==> src/rtl/fp_div_seq.sv <==
// Sequential binary32 divider: radix-2 restoring mantissa division (26 iterations)
// followed by a single round-to-nearest-even cycle; raw quotient feeds the export stage.
module fp_div_seq (
  input  logic        clk,
  input  logic        rst,
  input  logic        start,
  input  logic [31:0] A,
  input  logic [31:0] B,
  output logic        busy,
  output logic        done,
  output logic [31:0] temp_result,
  output logic [31:0] a_q,
  output logic [31:0] b_q
);

  // state | meaning
  // IDLE  | waiting for start; operands captured on acceptance
  // DIV   | one restoring-division iteration per cycle, 26 in total
  // ROUND | normalize, RNE round, exponent limits, write temp_result
  typedef enum logic [1:0] {IDLE = 2'd0, DIV = 2'd1, ROUND = 2'd2} state_t;

  state_t state, state_nxt;

  logic [24:0] rem;
  logic [25:0] q;
  logic [4:0]  cnt;
  logic        load, step, fin;

  logic [23:0] mb;
  logic        q_bit;
  logic [24:0] rem_sub;

  logic              sign;
  logic signed [9:0] ea, eb, exp_pre, exp_fin;
  logic [23:0]       mant;
  logic              guard, sticky, inc, carry;
  logic [22:0]       frac_inc, frac_fin;
  logic [31:0]       result;

  always_ff @(posedge clk) begin
    if (rst) state <= IDLE;
    else     state <= state_nxt;
  end

  always_comb begin
    state_nxt = state;
    case (state)
      IDLE:    if (start) state_nxt = DIV;
      DIV:     if (cnt == 5'd25) state_nxt = ROUND;
      ROUND:   state_nxt = IDLE;
      default: state_nxt = IDLE;
    endcase
  end

  always_comb begin
    load = 1'b0;
    step = 1'b0;
    fin  = 1'b0;
    case (state)
      IDLE:    load = start;
      DIV:     step = 1'b1;
      ROUND:   fin  = 1'b1;
      default: ;
    endcase
  end

  // Divisor mantissa comes from the held operand copy, so it is stable for the whole run.
  assign mb      = {|b_q[30:23], b_q[22:0]};
  assign q_bit   = (rem >= {1'b0, mb});
  assign rem_sub = rem - (q_bit ? {1'b0, mb} : 25'd0);

  always_comb begin
    sign = a_q[31] ^ b_q[31];
    ea   = $signed({2'b00, a_q[30:23]});
    eb   = $signed({2'b00, b_q[30:23]});
    if (q[25]) begin
      mant    = q[25:2];
      guard   = q[1];
      sticky  = q[0] | (rem != 25'd0);
      exp_pre = ea - eb + 10'sd127;
    end else begin
      mant    = q[24:1];
      guard   = q[0];
      sticky  = (rem != 25'd0);
      exp_pre = ea - eb + 10'sd126;
    end
    inc      = guard & (sticky | mant[0]);
    carry    = inc & (&mant);
    frac_inc = mant[22:0] + {22'd0, inc};
    frac_fin = carry ? 23'd0 : frac_inc;
    exp_fin  = carry ? exp_pre + 10'sd1 : exp_pre;

    if (b_q[30:23] == 8'd0)      result = {sign, 8'hFF, 23'd0};
    else if (a_q[30:23] == 8'd0) result = {sign, 31'd0};
    else if (exp_fin >= 10'sd255) result = {sign, 8'hFF, 23'd0};
    else if (exp_fin <= 10'sd0)   result = {sign, 31'd0};
    else                          result = {sign, exp_fin[7:0], frac_fin};
  end

  always_ff @(posedge clk) begin
    if (rst) begin
      busy        <= 1'b0;
      done        <= 1'b0;
      temp_result <= 32'd0;
      a_q         <= 32'd0;
      b_q         <= 32'd0;
      rem         <= 25'd0;
      q           <= 26'd0;
      cnt         <= 5'd0;
    end else begin
      done <= 1'b0;
      if (load) begin
        a_q  <= A;
        b_q  <= B;
        rem  <= {1'b0, |A[30:23], A[22:0]};
        q    <= 26'd0;
        cnt  <= 5'd0;
        busy <= 1'b1;
      end
      if (step) begin
        rem <= rem_sub << 1;
        q   <= {q[24:0], q_bit};
        cnt <= cnt + 5'd1;
      end
      if (fin) begin
        temp_result <= result;
        done        <= 1'b1;
        busy        <= 1'b0;
      end
    end
  end

endmodule

==> config.mk <==
export PLATFORM = sky130hd
export DESIGN_NAME = fp_div_seq
export DESIGN_NICKNAME = d
export VERILOG_FILES = /design/src/rtl/fp_div_seq.sv
export SDC_FILE = /design/constraint.sdc
export NUM_CORES = 1
export LEC_CHECK = 0
export BUFFER_PORTS_ARGS = -buffer_cell sky130_fd_sc_hd__buf_2
export CAP_MARGIN = 20
export CORE_UTILIZATION = 40
export DETAILED_ROUTE_END_ITERATION = 6
export GPL_ROUTABILITY_DRIVEN = 0
export PLACE_DENSITY_LB_ADDON = 0.2
export REMOVE_ABC_BUFFERS = 1
export SYNTH_ARGS = -nofsm -noshare
export SYNTH_HDL_FRONTEND = slang
export SYNTH_SLANG_ARGS = --single-unit
==> constraint.sdc <==
create_clock -name clk -period 6.7 [get_ports clk]
set_input_delay 0.67 -clock clk [delete_from_list [all_inputs] [get_ports clk]]
set_output_delay 0.67 -clock clk [all_outputs]
set_load 0.01 [all_outputs]
Word level (Yosys, flattened, before mapping)
Cells that the tools add are included.

storage, ports and cells
  flip-flop bits (word level) = 156
  input bits = 67
  output and inout port bits = 98

operators by class
  add/sub/neg operators = 7
  magnitude comparators = 3
  equal/unequal tests = 5
  multiplexer cells = 24
  bitwise operators = 5
  reduce and logical (&&, ||, !) cells = 11

operator list
  cell                   number
  $mux 31                4
  $mux 26                2
  $mux 25                2
  $mux 24                2
  $ge 25x24->1           1
  $reduce_bool 25->1     1
  $reduce_and 24->1      1
  $sub 24x24->24         1
  $add 23x1->23          1
  $mux 23                1
  $add 9x8->10 const B   2
  $mux 10                2
  $logic_not 8->1        2
  $reduce_or 8->1        2
  $add 10x2->10 const B  1
  $ge 10x9->1 const B    1
  $le 10x1->1 const B    1
  $mux 5                 2
  $sub 8x8->9            1
  $mux 1                 6
  $add 5x1->5 const B    1
  $eq 5x5->1 const B     1
  $mux 2                 2
  $ne 2x2->1 const B     2
  10 further kinds       13

Longest topological paths before layout
Gate-level depths: netlist of run 1.

  depth in word-level cells = 12
  mapped depth = 22
  depth with buffers taken out = 22

Least setup slack after synthesis of run 1
No wires, ideal clock.

  kind = reg2reg
  start = register b_q[4]
  end = register rem[24]
  library setup time = 0.117 ns
  arrival time = 4.399 ns
  required time = 6.583 ns
  path slack = 2.184 ns
  stages on the path, launching flop included = 23
  buffers on the path = 1
  clock period less this slack = 4.516 ns
  cell sequence = dfxtp_1 -> inv_1 -> ha_1 -> a21o_1 -> a21o_1 -> a211o_1 -> o211ai_1 -> a21oi_1 -> o31ai_1 -> nand2_1 -> clkbuf_1 -> nand2_1 -> ha_1 -> o21a_1 -> o31a_1 -> o41a_1 -> a41oi_1 -> a21oi_1 -> a41o_1 -> a211o_1 -> a21oi_1 -> xnor2_1 -> a22o_1

on the way
  cells in the longest elaborated chain, start to end = 4

RTL lines
  item                    line  text
  from (decl)             13    output logic [31:0] b_q
  from (signal assigned)  106   b_q <= 32'd0;
  from (signal assigned)  114   b_q <= B;
  $ge 25x24->1            69    assign q_bit = (rem >= {1'b0, mb});
  $mux 24 (*)             70    assign rem_sub = rem - (q_bit ? {1'b0, mb} : 25'd0);
  $sub 24x24->24 (*)      70
  $mux 25 (*)             120   if (step) begin
  to (signal assigned)    115   rem <= {1'b0, |A[30:23], A[22:0]};
  to (signal assigned)    121   rem <= rem_sub << 1;
  to (decl)               24    logic [24:0] rem;

Every way passes the cells marked *; elsewhere a longest branch is shown, timed or not.
A chain may end at the register's enable or synchronous reset.

Worst setup path in the final report of run 1
  start = register b_q[4]
  end = register rem[17]

Same word-level chain as after synthesis.

==> qor.csv, run 1 <==
metric;value;unit
status;completed;
synth-warning-count;0;
worstPathArrival;5130;ps
netlist_area;9886;sq um
switching_share;39.33;%
antenna_cells;0;
avgSynthCellArea;8.037;sq um
synth.area.top_cells;dfxtp_1 (32%), nand2_1 (9.2%), ha_1 (8.0%);
antenna_found_initial;0;
power_frac_comb;42.7;%
setup_slack;1844;ps
cts_made_buffers;17;
clkPwrFrac;26.3;%
fin_tns_setup;0;ps
routed_wl;25940;um
root_buffer;clkbuf_16;
layout.nets;1476;
skew;11.99;ps
p_per_area;308.8;nW/um^2
synth_common_cells;nand2_1 (242), dfxtp_1 (156), a21oi_1 (126), ha_1 (63), inv_1 (52);
dieArea;25350;sq um
drv_cap;0;
fmax;0.2060;GHz
synth_cells;1230;
synth-seq-cells;156;
ant_nets;0;
period_share;72.47;%
p_sw;1386;uW
drtIter0Drc;581;
ys_seq_area_share;31.59;%
worstPathRequired;6970;ps
multi_input_area;6233;sq um
num_vias;9123;
clockBufferDepth;2;
htreeDepth;4;
final_core_util;47.07;%
yosysMostFrequentCell;nand2_1;
rsz0062_at_grt;no;
first_global_vias;8575;
first_pass_iters;5;
drc;0;
fillers;2487;
clkLatencyLatePin;440;ps
hpwl;18660;um
power.internal;2139;uW
synth.distinct_cells;95;
preCtsSetupSlack;1895;ps
finalCriticalPeriod;4856;ps
post_cts_resized;0;
hold_slack;450.0;ps
initial_core_util;40.77;%
io_pins;165;
rows;57;
finalHoldViolCount;0;
synth_edf_count;0;
cp_max_fo;5;
setup_viol;0;
slew_viol_final;0;
clk_pin_slew;70;ps
tightest_slew;1047;ps
cts_tree;yes;
power_frac_seq;31.0;%
overflow;0;
core-area;24250;sq um
area_growth_syn_to_layout;15.47;%
synth_top_cell_by_area;dfxtp_1;
grt_pass1_wl;43500;um
avgViaCountPerCell;5.424;
fp.dieW;159.2;um
wl_per_cell;15.42;um
min_path_type;flop to flop;
relSlewSlack;30.22;%
peakVddDrop;0.0001508;V
io_buffers;164;
die_y;159.2;um
ctsHoldBuffers;0;
cts.sinks;156;
grt_usage;20.80;%
drive_gt1_share;20.84;%
critical_path_class;flop to flop;
postSynth.asyncResetShare;0;%
cp-start-kind;flop;
grt_max_degree;85;
post-cts-setup-buffer-count;0;
yosys.area.top_type_share;31.59;%
synth-main-ff-cell;dfxtp_1;
end_kind;flop;
seqCellArea;3124;sq um
p_leak;0.004715;uW
==> per-layer routing <==
metal	up-vias	part of all wire, %	global-route usage, %	wire length (um)
met2	192	47	34.35	12160
li1	4659	-	-	-
met1	4246	47	27.56	12270
met3	26	4.4	3.595	1140
met5	-	0	0	0
met4	0	1.4	6.469	371
==> worst max-delay path: stages, from the launching register on <==
cell and delay, ps:
dfxtp_1 370, inv_1 60, ha_1 310, a21o_1 160, a21o_1 180, a211o_1 290, o211ai_1 110, a21oi_1 100
o31ai_1 270, nand2_1 190, and2_1 200, ha_1 200, fa_1 420, nor2b_1 120, o21ai_0 100, a21oi_1 190
o21ai_0 170, a211oi_1 440, nor2_1 150, o21bai_1 260, a311oi_1 140, xor2_1 150, o22ai_1 90
==> kinds of logic (layout without fill, tap and decap cells) <==
kind of cell | Yosys count | count (layout) | synth area share, %
AOI/OAI and AO/OA | 348 | 348 | 25.07
xor gates and xnor gates | 48 | 48 | 4.329
adders and majority gates | 64 | 64 | 8.176
buffers and inverters | 132 | 260 | 5.670
DFF | 156 | 156 | 31.59
muxes | 20 | 20 | 2.240
and+or+nand+nor | 462 | 462 | 22.92
==> state kept, by name (all words and copies together) (netlist names) <==
signal and flops:
b_q 32, busy 1, q 26, rem 25
done 1, state 2, cnt 5, temp_result 32
a_q 32
==> power by group through the flow <==
stage	combinational [uW]	clock, uW	sequential (uW)
finish	1510	927	1090
global route	1690	988	1100
global placement	1500	0	1110
CTS	1510	945	1090
detailed placement	1500	0	1110
floorplan	1150	0	1090
==> area by class of cell <==
cell class / count / area share, %
Clock inverter: 14 / 0.9756
Clock buffer: 18 / 3.847
Sequential cell: 156 / 27.37
Inverter: 54 / 1.776
Tap cell: 324 / 3.551
Multi-Input combinational cell: 942 / 54.61
Timing Repair Buffer: 174 / 7.870
==> cell usage in the layout, fill, tap and decap left out, types with 12 or more instances in the layout <==
master and n:
nand2_1 242, buf_2 163, dfxtp_1 155, a21oi_1 125, ha_1 63, inv_1 52, nor2_1 44, nand3_1 37
nand4_1 32, o21ai_0 30, xnor2_1 27, a22o_1 22, a22oi_1 21, xor2_1 20, o31ai_2 20, o22ai_1 17
clkbuf_16 17, a21o_1 15, nor4_1 12, mux2i_1 12
==> final timing paths <==
check | from | cells after the start | endpoint | slack [ps]
worst min-delay path | temp_result[17] | 2 | temp_result[17] | 450
worst min register to register | temp_result[17] | 2 | temp_result[17] | 450
worst max register to register | b_q[4] | 22 | rem[17] | 1840
worst max-delay path | b_q[4] | 22 | rem[17] | 1840
==> metrics by stage <==
| step | cells | cell area (sq um) | total power [uW] |
|---|---|---|---|
| after floorplan | 1152 | 9528 | 2242 |
| after global placement | 1650 | 10860 | 2607 |
| after detailed placement | 1650 | 10860 | 2610 |
| after CTS | 1682 | 11410 | 3549 |
| after global routing | 1682 | 11410 | 3779 |
| final | 1682 | 11410 | 3525 |
Power figures use the tool's default switching activity.
==> run 2, diff against run 1 <==
- clock period: 6.7 -> 4.1 ns (I/O delays scaled with it)
==> run 2 against run 1 <==
Against the previous run: the run now ends with negative setup slack left; clock-buffer cell count decreased by 1; first-iteration DRC count increased by 3.4%; sequential power increased by 59%; critical endpoint is now rem[24]; sequential cell count unchanged; worst setup slack got worse by 2000 ps; critical path depth increased by 1.
==> qor.csv, run 2 (same netlist as run 1, synthesis figures left out) <==
metric;value;unit;change
routed_wl;27840;um;was 25940 um
htreeDepth;4;;unchanged
failed_checks;negative setup slack;;
cp_max_fo;4;;was 5
antenna_found_initial;0;;unchanged
grt_max_degree;85;;unchanged
worstPathRequired;4420;ps;was 6970 ps
setup_viol;6;;was 0
ant_nets;0;;unchanged
dpl_cell_area;11700;sq um;was 10860 sq um
overflow;0;;unchanged
final_cell_count_no_fill;1803;;was 1682
skew;8.441;ps;was 11.99 ps
drc;0;;unchanged
area_growth_syn_to_layout;30.22;%;was 15.47%
p_leak;0.005480;uW;was 0.004715 uW
p_per_area;553.3;nW/um^2;was 308.8 nW/um^2
setup_slack;-156.4;ps;was 1844 ps
core-area;24250;sq um;unchanged
drtIter0Drc;601;;was 581
clockBufferDepth;2;;unchanged
first_global_vias;9395;;was 8575
antenna_cells;0;;unchanged
cts.sinks;156;;unchanged
drv_cap;0;;unchanged
cp-start-kind;flop;;unchanged
critPathSlowestCell;o41a_1;;was a211oi_1
peakVddDrop;0.0003146;V;was 0.0001508 V
critical_path_class;flop to flop;;unchanged
fin_tns_setup;-414.9;ps;was 0 ps
first_pass_iters;6;;was 5
final_cell_mix;nand2_1 (237), buf_2 (163), dfxtp_1 (148);;was nand2_1 (242), buf_2 (163), dfxtp_1 (155)
cp_num_buf_inv;4;;was 1
rsz0062_at_grt;yes;;was no
dieArea;25350;sq um;unchanged
io_pins;165;;unchanged
final_common_cell;nand2_1;;unchanged
ctsHoldBuffers;0;;unchanged
die_y;159.2;um;unchanged
reg_top3;a_q x32, b_q x32, temp_result x32;;unchanged
totalPowerFinal;7123;uW;was 3525 uW
critical-path-max-stage-delay;360;ps;was 440 ps
num_vias;9742;;was 9123
finalCriticalPeriod;4256;ps;was 4856 ps
slew_viol_final;0;;unchanged
grt_pass1_wl;45510;um;was 43500 um
rows;57;;unchanged
root_buffer;clkbuf_16;;unchanged
period_share;103.8;%;was 72.47%
tightest_slew;1033;ps;was 1047 ps
relSlewSlack;31.12;%;was 30.22%
end_kind;flop;;unchanged
drive_gt1_share;32.05;%;was 20.84%
dp_cells;1756;;was 1650
worstPathArrival;4580;ps;was 5130 ps
hpwl;19720;um;was 18660 um
cts_made_buffers;17;;unchanged
grt_usage;21.63;%;was 20.80%
min_path_type;primary input to flop;;was flop to flop
wl_per_cell;15.44;um;was 15.42 um
clkLatencyLatePin;430;ps;was 440 ps
io_buffers;164;;unchanged
avgViaCountPerCell;5.403;;was 5.424
cts_tree;yes;;unchanged
finalHoldViolCount;0;;unchanged
final_core_util;53.09;%;was 47.07%
fp.dieW;159.2;um;unchanged
status;complete, but fails checks;;was completed
cp_cell_sequence;inv_2 -> ha_4 -> buf_4 -> nand4_1 -> nor2_2 -> buf_4 -> nand4_1 -> o21ai_2 -> o31ai_4 -> nand2_2 -> and2_4 -> ha_4 -> buf_6 -> nor2b_4 -> o31a_1 -> o41a_1 -> a41oi_2 -> a21oi_2 -> a41o_1 -> a211o_1 -> a21oi_2 -> xnor2_1 -> a22o_1;;was inv_1 -> ha_1 -> a21o_1 -> a21o_1 -> a211o_1 -> o211ai_1 -> a21oi_1 -> o31ai_1 -> nand2_1 -> and2_1 -> ha_1 -> fa_1 -> nor2b_1 -> o21ai_0 -> a21oi_1 -> o21ai_0 -> a211oi_1 -> nor2_1 -> o21bai_1 -> a311oi_1 -> xor2_1 -> o22ai_1
critical-path-top-delay-family;compound AO/OA/AOI/OAI gates;;unchanged
clk_pin_slew;70;ps;about the same
fmax;0.2349;GHz;was 0.2060 GHz
stdcell_area;12870;sq um;was 11410 sq um
layout.nets;1597;;was 1476
initial_core_util;40.77;%;unchanged
run 2: cell count changes in the layout (fill, tap and decap cells not counted), sizes merged:
| cell | change |
|---|---|
| buf | +120 |
| bufinv | +2 |
| clkinv | -4 |
| inv | +3 |
run 2: path summary, 6_finish.rpt:
check,start,slack (ps),depth (start not counted),end
worst min register to register,temp_result[16],450,2,temp_result[16]
worst min-delay path,B[16],210,3,b_q[16]
worst max register to register,b_q[18],-160,23,rem[24]
worst max-delay path,b_q[18],-160,23,rem[24]
run 2: timing repair:
action	in CTS	in global routing
gates cloned	1	1
resized for setup	38	53
pin swaps	39	53
setup endpoints to repair	15	45
setup buffers	6	10
run 2: stage by stage:
| step | setup slack (ps) | hold slack (ps) |
|---|---|---|
| finish | -156.4 | 209.5 |
| CTS | -182.0 | 193.2 |
| global route | -320.4 | 197.9 |
| floorplan | -847.5 | 445.9 |
| global placement | -540.6 | 432.8 |
| detailed placement | -623.4 | 441.4 |
run 2: metal layers:
layer  track usage [%]  vias to the layer above  wire (um)
li1                  -                     4909          -
met1             27.43                     4603      12850
met2             37.62                      200      13610
met3             3.438                       30        989
met4             6.381                        0        396
met5                 0                        -          0
run 2: worst min-delay path, delay by kind of cell:
family          cells  cell delay, ps
compound gates      1              50
simple gates        1              40
buf+inv             1              90
run 2: area by class of cell:
| cell class | instances | area (sq um) |
|---|---|---|
| clock buffers | 17 | 425.4 |
| inverters | 54 | 202.7 |
| repair buffers | 295 | 1902 |
| flip-flops and latches | 156 | 3133 |
| clock inverters | 15 | 177.7 |
| fillers | 2350 | 11370 |
| well taps | 324 | 405.4 |
| multi-input cells | 942 | 6628 |
run 2: power by group:
group	switching [uW]	internal, uW	leakage [uW]	total, uW
sequential	90.2	1640	0.00128	1730
combinational	1880	1870	0.00391	3740
clock	726	922	0.000293	1650
total	2690	4430	0.00548	7120
==> run 3, diff against run 2 <==
- CORE_UTILIZATION: 40 -> 35
==> run 3 against run 2 <==
Against the previous run: the run still ends with negative setup slack left; critical path depth up 1; first-iteration DRC count down 8.2%; final cell count up 3.4%; non-clock buffer count up 7; combinational power up 2%; sequential share of layout area about the same; power up 0.58%; clock-buffer cell count up 1; via count down 1.0%; cell area up 0.11%; critical path type unchanged; largest power group unchanged.
==> qor.csv, run 3 (same netlist as run 1, synthesis figures left out) <==
metric;value;unit;change
clkLatencyLatePin;440;ps;was 430 ps
io_pins;165;;unchanged
first_pass_iters;4;;was 6
wl_per_cell;15.66;um;was 15.44 um
p_sw;2735;uW;was 2691 uW
overflow;0;;unchanged
p_leak;0.005461;uW;was 0.005480 uW
clk_pin_slew;80;ps;was 70 ps
peakVddDrop;0.0003156;V;was 0.0003146 V
reg_top3;a_q x32, b_q x32, temp_result x32;;unchanged
core-area;27780;sq um;was 24250 sq um
finalHoldViolCount;0;;unchanged
grt_usage;20.52;%;was 21.63%
clockBufferDepth;2;;unchanged
finalCriticalPeriod;4232;ps;was 4256 ps
routed_wl;29180;um;was 27840 um
area_growth_syn_to_layout;30.36;%;was 30.22%
fillers;2826;;was 2350
grt_pass1_wl;47630;um;was 45510 um
status;complete, but fails checks;;unchanged
skew;18.56;ps;was 8.441 ps
drv_cap;0;;unchanged
avgViaCountPerCell;5.172;;was 5.403
multi_input_area;6563;sq um;was 6628 sq um
initial_core_util;35.58;%;was 40.77%
antenna_found_initial;0;;unchanged
setup_viol;4;;was 6
failed_checks;negative setup slack;;unchanged
final_cell_mix;nand2_1 (237), buf_2 (163), dfxtp_1 (146);;was nand2_1 (237), buf_2 (163), dfxtp_1 (148)
relSlewSlack;32.67;%;was 31.12%
drtIter0Drc;552;;was 601
io_buffers;164;;unchanged
antenna_cells;0;;unchanged
rsz0062_at_grt;yes;;unchanged
end_kind;flop;;unchanged
crit_start;b_q[18];;unchanged
period_share;103.2;%;was 103.8%
dieArea;28920;sq um;was 25350 sq um
critical_path_class;flop to flop;;unchanged
switching_share;38.18;%;was 37.78%
stdcell_area;12890;sq um;was 12870 sq um
layout.nets;1604;;was 1597
drc;0;;unchanged
power.internal;4429;uW;was 4432 uW
ctsHoldBuffers;0;;unchanged
ant_nets;0;;unchanged
hpwl;21000;um;was 19720 um
power_frac_seq;24.2;%;was 24.3%
fmax;0.2363;GHz;was 0.2349 GHz
dpl_cell_area;11800;sq um;was 11700 sq um
root_buffer;clkbuf_16;;unchanged
die_y;170.1;um;was 159.2 um
r2r-start;b_q[18];;unchanged
cts_tree;yes;;unchanged
worstPathArrival;4530;ps;was 4580 ps
grt_max_degree;85;;unchanged
slew_viol_final;0;;unchanged
final_common_cell;nand2_1;;unchanged
rows;61;;was 57
power_frac_comb;53.0;%;was 52.5%
cp-start-kind;flop;;unchanged
fp.dieW;170.1;um;was 159.2 um
num_vias;9641;;was 9742
cp_max_fo;6;;was 4
drive_gt1_share;31.97;%;was 32.05%
hp-start;B[17];;was B[16]
seqCellArea;3136;sq um;was 3133 sq um
setup_slack;-131.8;ps;was -156.4 ps
cts.sinks;156;;unchanged
first_global_vias;9314;;was 9395
clkPwrFrac;22.7;%;was 23.1%
tightest_slew;1007;ps;was 1033 ps
htreeDepth;4;;unchanged
hold_slack;198.8;ps;was 209.5 ps
min_path_type;primary input to flop;;unchanged
p_per_area;555.9;nW/um^2;was 553.3 nW/um^2
worstPathRequired;4400;ps;was 4420 ps
cts_made_buffers;17;;unchanged
==> run 3: power by group through the flow <==
| stage | Clock [uW] | Sequential (uW) | Combinational, uW |
|---|---|---|---|
| final | 1630 | 1740 | 3800 |
| after global routing | 1720 | 1750 | 4140 |
| after CTS | 1670 | 1730 | 3410 |
| after detailed placement | 0 | 1760 | 3090 |
| after global placement | 0 | 1750 | 3080 |
| after floorplan | 0 | 1790 | 1880 |
==> run 3: final timing paths <==
check | endpoint | slack (ps) | cells after the start
max | rem[22] | -130 | 24
min | b_q[17] | 200 | 3
max reg2reg | rem[22] | -130 | 24
min reg2reg | temp_result[15] | 450 | 2
==> run 3: timing repair <==
| action | in CTS | in global routing |
|---|---|---|
| setup buffers | 10 | 6 |
| endpoints found under the setup margin | 15 | 45 |
| gates resized for setup | 46 | 43 |
| pin swaps | 40 | 34 |
==> run 3: final cells by class <==
| class | count | share of cell area (%) |
|---|---|---|
| clock inverter | 14 | 1.184 |
| timing repair buffer | 302 | 14.91 |
| clock buffer | 18 | 3.408 |
| tap | 378 | 3.670 |
| inverter | 54 | 1.573 |
| sequential | 156 | 24.33 |
| multi-input combinational | 942 | 50.92 |
==> run 3: worst max-delay path, stage by stage (launching register included) <==
cell and delay [ps]:
dfxtp_2 340, inv_2 50, ha_4 220, a21oi_2 130
nor2b_1 60, o21ai_1 160, o21ai_2 90, o31a_1 330
o31ai_4 280, nand2_2 150, buf_6 160, buf_6 130
nand2_2 80, ha_4 200, a21o_1 160, a21o_1 180
a211o_1 270, a21oi_1 130, o21ai_0 90, a41o_1 250
buf_6 130, a21o_1 160, a21oi_2 140, xor2_1 150
o22ai_1 70
==> run 3: layer usage <==
layer  global-route usage (%)  wire length, um  vias up
met4                    4.857              250        0
li1                         -                -     4926
met2                    35.76            14300      189
met5                        0                0        -
met1                    26.36            13550     4510
met3                    3.163             1082       16
==> run 3: per-stage QoR <==
step                setup slack (ps)  std cells  util, %  setup TNS [ps]  power (uW)
global placement              -508.1       1816    42.47           -4910        4828
detailed placement            -577.4       1816    42.47           -5869        4850
finish                        -131.8       1864    46.39          -310.5        7165
floorplan                     -847.5       1152        -          -22570        3663
global route                  -342.9       1864    46.39           -2686        7621
CTS                           -177.7       1858    45.49          -356.3        6804
